--- src/rtl/fp_pkg.sv ---
`default_nettype none
// ============================================================================
// Package : fp_pkg
// Purpose : Shared IEEE-754 single-precision definitions for the FP datapath
//           (float-to-int, int-to-float and friends).
// Contents: fp32_t field view, exponent constants, int32 saturation limits,
//           float-to-int classification and stage-1 payload types.
// Revision: 1.0  initial release
// ============================================================================
package fp_pkg;

    typedef struct packed {
        logic        sign;
        logic [7:0]  exp;
        logic [22:0] man;
    } fp32_t;

    localparam int          FP_BIAS    = 127;
    localparam logic [7:0]  FP_EXP_MAX = 8'hFF;
    localparam logic [31:0] INT32_MAX  = 32'h7FFF_FFFF;
    localparam logic [31:0] INT32_MIN  = 32'h8000_0000;

    // Operand class as decided by the unpack stage.
    typedef enum logic [1:0] {
        CLS_NUM = 2'd0,   // finite value, magnitude/guard/sticky meaningful
        CLS_NAN = 2'd1,
        CLS_INF = 2'd2,
        CLS_OVF = 2'd3    // finite but certainly beyond int32 range
    } f2i_class_t;

    // Payload carried from the unpack/shift stage to the round stage.
    typedef struct packed {
        logic        sign;
        f2i_class_t  cls;
        logic [31:0] mag;      // truncated integer magnitude
        logic        guard;    // first discarded fraction bit (weight 1/2)
        logic        sticky;   // OR of all discarded bits below guard
    } f2i_s1_t;

endpackage
`default_nettype wire

--- src/rtl/fp_rshift_sticky.sv ---
`default_nettype none
// ============================================================================
// Module  : fp_rshift_sticky
// Purpose : Right-shifts a 24-bit significand by 0..24 positions, keeping one
//           guard position below the binary point and a sticky OR of the rest.
// Ports   : i_val    [23:0] significand
//           i_shamt  [4:0]  shift amount, 0..24
//           o_val    [23:0] integer part after the shift
//           o_guard         bit just below the binary point
//           o_sticky        OR of every bit below the guard bit
// Revision: 1.0  initial release
// ============================================================================
module fp_rshift_sticky (
    input  logic [23:0] i_val,
    input  logic [4:0]  i_shamt,
    output logic [23:0] o_val,
    output logic        o_guard,
    output logic        o_sticky
);

    // The low 24 zero bits catch everything shifted out, so a shift of 24
    // still leaves the leading bit visible in the guard position.
    logic [47:0] w_ext;

    assign w_ext    = {i_val, 24'b0} >> i_shamt;
    assign o_val    = w_ext[47:24];
    assign o_guard  = w_ext[23];
    assign o_sticky = |w_ext[22:0];

endmodule
`default_nettype wire

--- src/rtl/float_to_signed_int_pipe.sv ---
`default_nettype none
// ============================================================================
// Module  : float_to_signed_int_pipe
// Purpose : Two-stage valid/ready pipeline converting IEEE-754 single values
//           to saturated 32-bit two's-complement integers with
//           overflow / invalid / inexact flags.
// Params  : ROUND_MODE  0 = truncate toward zero, 1 = nearest, ties to even
// Ports   : clk, rst (synchronous, active-high)
//           in_vld / in_rdy / FP_val[31:0]        input handshake and operand
//           out_vld / out_rdy / int_val[31:0]     output handshake and result
//           ovf, inv, inexact                     per-result flags
// Revision: 1.0  initial release
// ============================================================================
module float_to_signed_int_pipe
    import fp_pkg::*;
#(
    parameter int ROUND_MODE = 0
) (
    input  logic        clk,
    input  logic        rst,
    input  logic        in_vld,
    output logic        in_rdy,
    input  logic [31:0] FP_val,
    output logic        out_vld,
    input  logic        out_rdy,
    output logic [31:0] int_val,
    output logic        ovf,
    output logic        inv,
    output logic        inexact
);

    // ------------------------------------------------------------------
    // Handshake: each stage advances when the stage after it is empty or
    // draining. in_rdy is therefore combinational from out_rdy.
    // ------------------------------------------------------------------
    logic        r_s1_vld;
    logic        r_s2_vld;
    f2i_s1_t     r_s1;
    logic [31:0] r_int_val;
    logic        r_ovf;
    logic        r_inv;
    logic        r_inexact;

    logic w_adv1;
    logic w_adv2;

    assign w_adv2 = ~r_s2_vld | out_rdy;
    assign w_adv1 = ~r_s1_vld | w_adv2;

    // ------------------------------------------------------------------
    // Stage 1: unpack, classify, align to the binary point.
    // ------------------------------------------------------------------
    fp32_t              w_fp;
    logic signed [8:0]  w_e;
    logic [23:0]        w_mag24;
    logic [4:0]         w_shamt;
    logic [2:0]         w_lsh;
    logic [23:0]        w_rs_val;
    logic               w_rs_guard;
    logic               w_rs_sticky;
    f2i_s1_t            w_s1_d;

    assign w_fp    = fp32_t'(FP_val);
    assign w_e     = $signed({1'b0, w_fp.exp}) - $signed(9'(FP_BIAS));
    assign w_mag24 = {1'b1, w_fp.man};
    // 23 - e, valid for e in -1..23 (e = -1 wraps to 24 in 5 bits).
    assign w_shamt = 5'd23 - w_e[4:0];
    // e - 23, valid for e in 24..30.
    assign w_lsh   = w_e[2:0] + 3'd1;

    fp_rshift_sticky u_rshift (
        .i_val    (w_mag24),
        .i_shamt  (w_shamt),
        .o_val    (w_rs_val),
        .o_guard  (w_rs_guard),
        .o_sticky (w_rs_sticky)
    );

    always_comb begin
        w_s1_d      = '0;
        w_s1_d.sign = w_fp.sign;
        w_s1_d.cls  = CLS_NUM;
        if (w_fp.exp == 8'h00) begin
            // Zero or denormal: flushed to 0, flagged inexact if nonzero.
            w_s1_d.sticky = |w_fp.man;
        end else if (w_fp.exp == FP_EXP_MAX) begin
            w_s1_d.cls = (w_fp.man != '0) ? CLS_NAN : CLS_INF;
        end else if (w_e < -9'sd1) begin
            // Below one half: only the sticky bit survives.
            w_s1_d.sticky = 1'b1;
        end else if (w_e <= 9'sd23) begin
            w_s1_d.mag    = {8'b0, w_rs_val};
            w_s1_d.guard  = w_rs_guard;
            w_s1_d.sticky = w_rs_sticky;
        end else if (w_e <= 9'sd30) begin
            w_s1_d.mag = {8'b0, w_mag24} << w_lsh;
        end else if ((w_e == 9'sd31) && (w_fp.man == '0)) begin
            // Exactly 2^31: representable only when negative, decided later.
            w_s1_d.mag = INT32_MIN;
        end else begin
            w_s1_d.cls = CLS_OVF;
        end
    end

    // ------------------------------------------------------------------
    // Stage 2: round, apply sign, saturate.
    // ------------------------------------------------------------------
    logic        w_inc;
    logic [31:0] w_mag_r;
    logic        w_too_big;
    logic [31:0] w_res;
    logic        w_ovf;
    logic        w_inv;
    logic        w_inexact;

    assign w_inc     = (ROUND_MODE == 1) && r_s1.guard && (r_s1.sticky || r_s1.mag[0]);
    assign w_mag_r   = r_s1.mag + {31'b0, w_inc};
    // 2^31 fits only as -2^31; anything with bit 31 set beyond that does not.
    assign w_too_big = w_mag_r[31] && (!r_s1.sign || (|w_mag_r[30:0]));

    always_comb begin
        w_res     = '0;
        w_ovf     = 1'b0;
        w_inv     = 1'b0;
        w_inexact = 1'b0;
        if (r_s1.cls == CLS_NAN) begin
            w_res = INT32_MIN;
            w_inv = 1'b1;
        end else if ((r_s1.cls != CLS_NUM) || w_too_big) begin
            w_res = r_s1.sign ? INT32_MIN : INT32_MAX;
            w_ovf = 1'b1;
        end else begin
            w_res     = r_s1.sign ? (~w_mag_r + 32'd1) : w_mag_r;
            w_inexact = r_s1.guard | r_s1.sticky;
        end
    end

    // ------------------------------------------------------------------
    // Stage registers.
    // ------------------------------------------------------------------
    always_ff @(posedge clk) begin
        if (rst) begin
            r_s1_vld  <= 1'b0;
            r_s1      <= '0;
            r_s2_vld  <= 1'b0;
            r_int_val <= '0;
            r_ovf     <= 1'b0;
            r_inv     <= 1'b0;
            r_inexact <= 1'b0;
        end else begin
            if (w_adv1) begin
                r_s1_vld <= in_vld;
                if (in_vld) begin
                    r_s1 <= w_s1_d;
                end
            end
            if (w_adv2) begin
                r_s2_vld <= r_s1_vld;
                if (r_s1_vld) begin
                    r_int_val <= w_res;
                    r_ovf     <= w_ovf;
                    r_inv     <= w_inv;
                    r_inexact <= w_inexact;
                end
            end
        end
    end

    assign in_rdy  = w_adv1;
    assign out_vld = r_s2_vld;
    assign int_val = r_int_val;
    assign ovf     = r_ovf;
    assign inv     = r_inv;
    assign inexact = r_inexact;

endmodule
`default_nettype wire

--- config.mk ---
export PLATFORM = sky130hd
export DESIGN_NAME = float_to_signed_int_pipe
export DESIGN_NICKNAME = d
export VERILOG_FILES = /design/src/rtl/fp_pkg.sv /design/src/rtl/fp_rshift_sticky.sv /design/src/rtl/float_to_signed_int_pipe.sv
export SDC_FILE = /design/constraint.sdc
export NUM_CORES = 1
export LEC_CHECK = 0
export CORE_MARGIN = 10
export CORE_UTILIZATION = 52
export CTS_CLUSTER_SIZE = 40
export DETAILED_ROUTE_END_ITERATION = 10
export PLACE_DENSITY = 0.81
export SLEW_MARGIN = 20
export SYNTH_ARGS = -nofsm -noshare
export SYNTH_HDL_FRONTEND = slang
export SYNTH_SLANG_ARGS = --single-unit
--- constraint.sdc ---
create_clock -name clk -period 3.9 [get_ports clk]
set_input_delay 0.39 -clock clk [delete_from_list [all_inputs] [get_ports clk]]
set_output_delay 0.39 -clock clk [all_outputs]
set_load 0.05 [all_outputs]
Yosys cells after proc, flatten, opt, wreduce, memory -nomap -nowiden. Index checks and enable logic that the tools add are counted.

Shifts and indexed selects: 2. Add/sub/neg operators: 4. Multiplexer cells: 23. Equal/unequal tests: 3. Reductions and logical operators: 14. $lt $le $gt $ge: 3. Bitwise operators: 6.

Operator list (number): 2-to-1 mux 32 bit (7); 2-to-1 mux 35 bit (2); >> shifter 48 x 5 -> 48 bit (1); OR reduction 23 bit (2); 2-to-1 mux 34 bit (1); adder 32 x 1 -> 32 bit (second input constant) (1); inverter 32 bit (1); left shift 24 x 3 -> 32 bit (1); OR reduction 31 bit (1); logical NOT 23 bit (1); nonzero test 23 bit (1); less-or-equal comparator 9 x 6 -> 1 bit (second input constant) (2); 2-to-1 mux 2 bit (6); == test 9 x 6 -> 1 bit (second input constant) (1); less-than comparator 9 x 1 -> 1 bit (second input constant) (1); subtractor 8 x 7 -> 9 bit (second input constant) (1); == test 8 bit (second input constant) (1); logical NOT 8 bit (1); 2-to-1 mux 1 bit (7); subtractor 5 bit (first input constant) (1); AND reduction 2 bit (2); adder 3 x 1 -> 3 bit (second input constant) (1); bitwise OR 1 bit (3); == test 2 x 1 -> 1 bit (second input constant) (1); 5 further kinds (8).

Bits of input ports: 36. Word-level logic and storage cells: 66. Bits in registers: 74. Output and inout port bits: 37.

Depth between registers and ports, before layout.
Depth after elaboration: 9. Gate-level depth with buffers: 16. Mapped depth without buffers: 11.

By module. A second synthesis with hierarchy kept.

Cell total of the unflattened synthesis: 751. Area, all modules: 6476.2 µm².

Modules (own cells, without submodules): float_to_signed_int_pipe (area each 4829.6 µm², times used 1, sequential area each 1481.4 µm², cells each 560); fp_rshift_sticky (area each 1646.6 µm², times used 1, sequential area each 0.0 µm², cells each 191).

Least setup slack after synthesis. No wires, ideal clock.

Kind: input-to-reg. Start: input port FP_val[23]. End: register r_s1[0] (netlist name). Setup slack: 0.008 ns. Data arrival time: 3.755 ns. Setup time: 0.137 ns. Buffers on the path: 5. Data required time: 3.763 ns. Stages: 14. Cells stage by stage: inv_1 clkbuf_1 clkbuf_1 buf_1 ha_1 buf_2 inv_2 buf_1 mux4_2 mux2i_1 nand4_1 nor4b_1 a311o_1 o221ai_1.

Cells in the longest elaborated chain, start to end: 8. Elaborated cells on any way between the ends: 12. Those cells by class: add/sub: 2; order compare: 2; eq/ne: 1; shift: 1; mux: 4; reduce/logical: 2.

Ends and longest elaborated chain: start, declared (line float_to_signed_int_pipe.sv:23) `input logic [31:0] FP_val,`; subtractor 8 x 7 -> 9 bit (line float_to_signed_int_pipe.sv:64) `assign w_e = $signed({1'b0, w_fp.exp}) - $signed(9'(FP_BIAS));`; subtractor 5 bit (line float_to_signed_int_pipe.sv:67) `assign w_shamt = 5'd23 - w_e[4:0];`; >> shifter 48 x 5 -> 48 bit (line fp_rshift_sticky.sv:25) `assign w_ext = {i_val, 24'b0} >> i_shamt;`; OR reduction 23 bit (line fp_rshift_sticky.sv:28) `assign o_sticky = |w_ext[22:0];`; 2-to-1 mux 2 bit (line float_to_signed_int_pipe.sv:91) `end else if (w_e <= 9'sd23) begin`; 2-to-1 mux 1 bit (line float_to_signed_int_pipe.sv:88) `end else if (w_e < -9'sd1) begin`; 2-to-1 mux 34 bit (line float_to_signed_int_pipe.sv:86) `end else if (w_fp.exp == FP_EXP_MAX) begin`; 2-to-1 mux 1 bit * (line float_to_signed_int_pipe.sv:83) `if (w_fp.exp == 8'h00) begin`; end signal, assigned (line float_to_signed_int_pipe.sv:154) `r_s1 <= w_s1_d;`; end, declared (line float_to_signed_int_pipe.sv:38) `f2i_s1_t r_s1;`.

Mark *: on every way between the ends. The rest lies on a longest branch, timed or not. A chain may end at the register's enable or synchronous reset.

Worst setup path in the final report.
Start: input port FP_val[24]. End: register r_s1[0] (netlist name).

The elaborated chain is that of the path after synthesis.

==> summary.md <==
| Metric | Value |
|---|---|
| Outcome | `complete, no violations` |
| Antenna diode instance count | `0` |
| Clk slew on worst S/H paths | `0.05 ns` |
| Startpoint class of the critical path | `input port` |
| CTS H-tree depth | `3` |
| Cell count after synthesis | `818` |
| Post-DR vias/cell | `6.25` |
| First-pass GRT wire length | `31.3 mm` |
| Vias in the first global route | `6020` |
| Synth Flop Type | `dfxtp_1` |
| # setup viols final | `0` |
| Gr usage total | `22.8%` |
| Post_cts resized | `0` |
| Vias | `6558` |
| Port buffer count | `72` |
| Non-Filler Instances | `1049` |
| Drt drc | `0` |
| Dpl cells | `1033` |
| Syn_nets | `862` |
| DIE AREA | `0.0172 mm2` |
| IO Pins | `73` |
| Period utilization | `88.3%` |
| Leak Pwr | `3.00 nW` |
| Crit path kind | `in2reg` |
| Yosys reg bits | `74` |
| Share of layout cells above drive strength 1 | `14.1%` |
| Worst Path Required | `4.10 ns` |
| Initial antenna violation count | `0` |
| Largest net degree at the start of global routing | `44` |
| Final setup TNS | `0 ns` |
| CTS Hold Bufs | `0` |
| Post-Route WL | `19.7 mm` |
| MaxCap Viol Count | `0` |
| Post-synth EDFFs | `0` |
| Root buffer cell | `clkbuf_16` |
| Slew Viols, Final | `0` |
| Nature of the critical path endpoint | `flip-flop` |
| Hold Violations, Final | `0` |
| Final nets | `920` |
| Drt pass-1 iters | `7` |
| CP arrival | `3.64 ns` |
| Starting Density | `53.2%` |
| Path category of the worst min-delay check | `reg2reg` |
| Fmax | `0.290 GHz` |
| Area Growth Syn to Fin | `19.9%` |
| Slew HR | `38.6%` |
| Dpl hpwl | `15.3 mm` |
| VDD IR max | `0.195 mV` |
| Worst Clk Skew | `0.00444 ns` |
| Most frequent cells in the layout | `nand2_1 (113), dfxtp_1 (73), clkdlybuf4s50_1 (71)` |
| Distinct cells, synth | `75` |
| Worst-skew pair later-pin latency | `0.33 ns` |
| Sequential-to-total area share from yosys stat | `23.1%` |
| Routed WL per cell | `18.8 um` |
| Ys async rst share | `0%` |
| Post-Syn Area | `0.00642 mm2` |
| Syn avg cell area | `7.84 um2` |
| Slew @ Worst Pin | `0.918 ns` |
| Max Root-Sink Buffers | `2` |
| Unrepaired setup endpoints after global routing | `false` |
| Cell Rows | `40` |
| Postcts setup bufs | `0` |
| Commonest non-fill, non-tap cell in the layout | `nand2_1` |
| CTS tree | `built` |
| Worst Path Max Fanout | `18` |
| Core Area | `0.0121 mm2` |
| Die Wd | `131 um` |
| Final ANT Viol Nets | `0` |
| Pwr dens | `340 mW/mm2` |
| Post-layout min period | `3.44 ns` |
| CTS sink cnt | `74` |
| Grt total ovfl | `0` |
| Gpl congestion | `0.996` |
| 1st-iter DRT viols | `674` |
| Yosys warning total | `0` |
| Total Power | `2.61 mW` |
| Die height | `131 um` |
| Num CTS Buffers | `9` |
metrics by stage:
| stage | utilization [%] | hold slack (ns) | worst slack [ns] | cell area (um2) |
|---|---|---|---|---|
| 5_1_grt | 63.8 | 0.456 | 0.236 | 7690 |
| 4_1_cts | 63.8 | 0.440 | 0.466 | 7690 |
| 3_5_place_dp | 61.3 | 0.432 | 0.120 | 7390 |
| 6_report | 63.8 | 0.438 | 0.456 | 7690 |
| 2_1_floorplan | - | 0.448 | 0.00790 | 6420 |
| 3_3_place_gp | 61.3 | 0.430 | 0.180 | 7390 |
cells in the mapped netlist, drive strengths merged, types with 7 or more instances:
| cell type | instances | area, um2 |
|---|---|---|
| o21ai | 67 | 335 |
| nand3 | 16 | 80.1 |
| nor2 | 65 | 244 |
| a21oi | 62 | 310 |
| nand2 | 113 | 424 |
| o211ai | 7 | 52.6 |
| a22oi | 9 | 67.6 |
| o41ai | 7 | 61.3 |
| nor4 | 11 | 98.8 |
| xnor2 | 31 | 272 |
| o31ai | 9 | 67.6 |
| nor3 | 17 | 96.4 |
| a32oi | 8 | 70.1 |
| or3 | 7 | 48.8 |
| dfxtp | 74 | 1480 |
| clkbuf | 29 | 109 |
| mux4 | 26 | 586 |
| buf | 38 | 200 |
| ha | 8 | 100 |
| nand4 | 8 | 56.3 |
| a22o | 13 | 114 |
| a211oi | 8 | 60.1 |
| mux2i | 30 | 300 |
| mux2 | 23 | 259 |
| inv | 29 | 109 |
| o22ai | 11 | 68.8 |
critical path, stage by stage:
cell and delay, ns:
clkdlybuf4s50_1 0.57, inv_1 0.11, ha_2 0.37, buf_4 0.27, mux2_2 0.39, mux4_2 0.45, mux2i_1 0.22, nand4_1 0.13
nor4b_1 0.37, a311o_1 0.25, o221ai_1 0.12
layer usage:
| layer | share of wire, % | track usage (%) |
|---|---|---|
| met1 | 43 | 29.7 |
| met2 | 46 | 36.2 |
| met3 | 6.6 | 3.22 |
| met4 | 3.7 | 11.0 |
| met5 | 0 | 0 |
cell type report:
type	instances	area, um2
sequential	74	1480
clock inverter	2	35.0
timing repair buffer	114	1060
clock buffer	14	264
inverter	29	109
fill	1056	4370
multi-input combinational	648	4540
tap	168	210
kinds of logic (layout without fill, tap and decap cells):
logic type / Yosys count / count (layout) / share of synthesized area (%)
compound gates: 248 / 248 / 25.4
xor+xnor: 34 / 34 / 4.64
fa+ha+maj: 8 / 8 / 1.56
buf+inv: 96 / 159 / 6.51
flops: 74 / 74 / 23.1
mux: 79 / 79 / 17.8
simple gates: 279 / 279 / 20.9
sequential cells by signal (all words and copies together), names as in the netlist:
register / count
r_s1: 37
int_val: 32
inexact: 1
inv: 1
out_vld: 1
ovf: 1
r_s1_vld: 1
power by group:
group,total [mW],switching (mW),internal (mW),leakage (nW)
logic,0.991,0.584,0.407,2.25
registers,0.814,0.0281,0.786,0.600
clock network,0.809,0.280,0.529,0.147
path summary, 6_finish.rpt:
kind	endpoint	slack, ns	cells after the start	from
max	r_s1[0]	0.46	11	FP_val[24]
min	int_val[27]	0.44	2	int_val[27]
max reg2reg	int_val[3]	0.93	7	r_s1[15]
min reg2reg	int_val[27]	0.44	2	int_val[27]
Power figures use the tool's default switching activity.
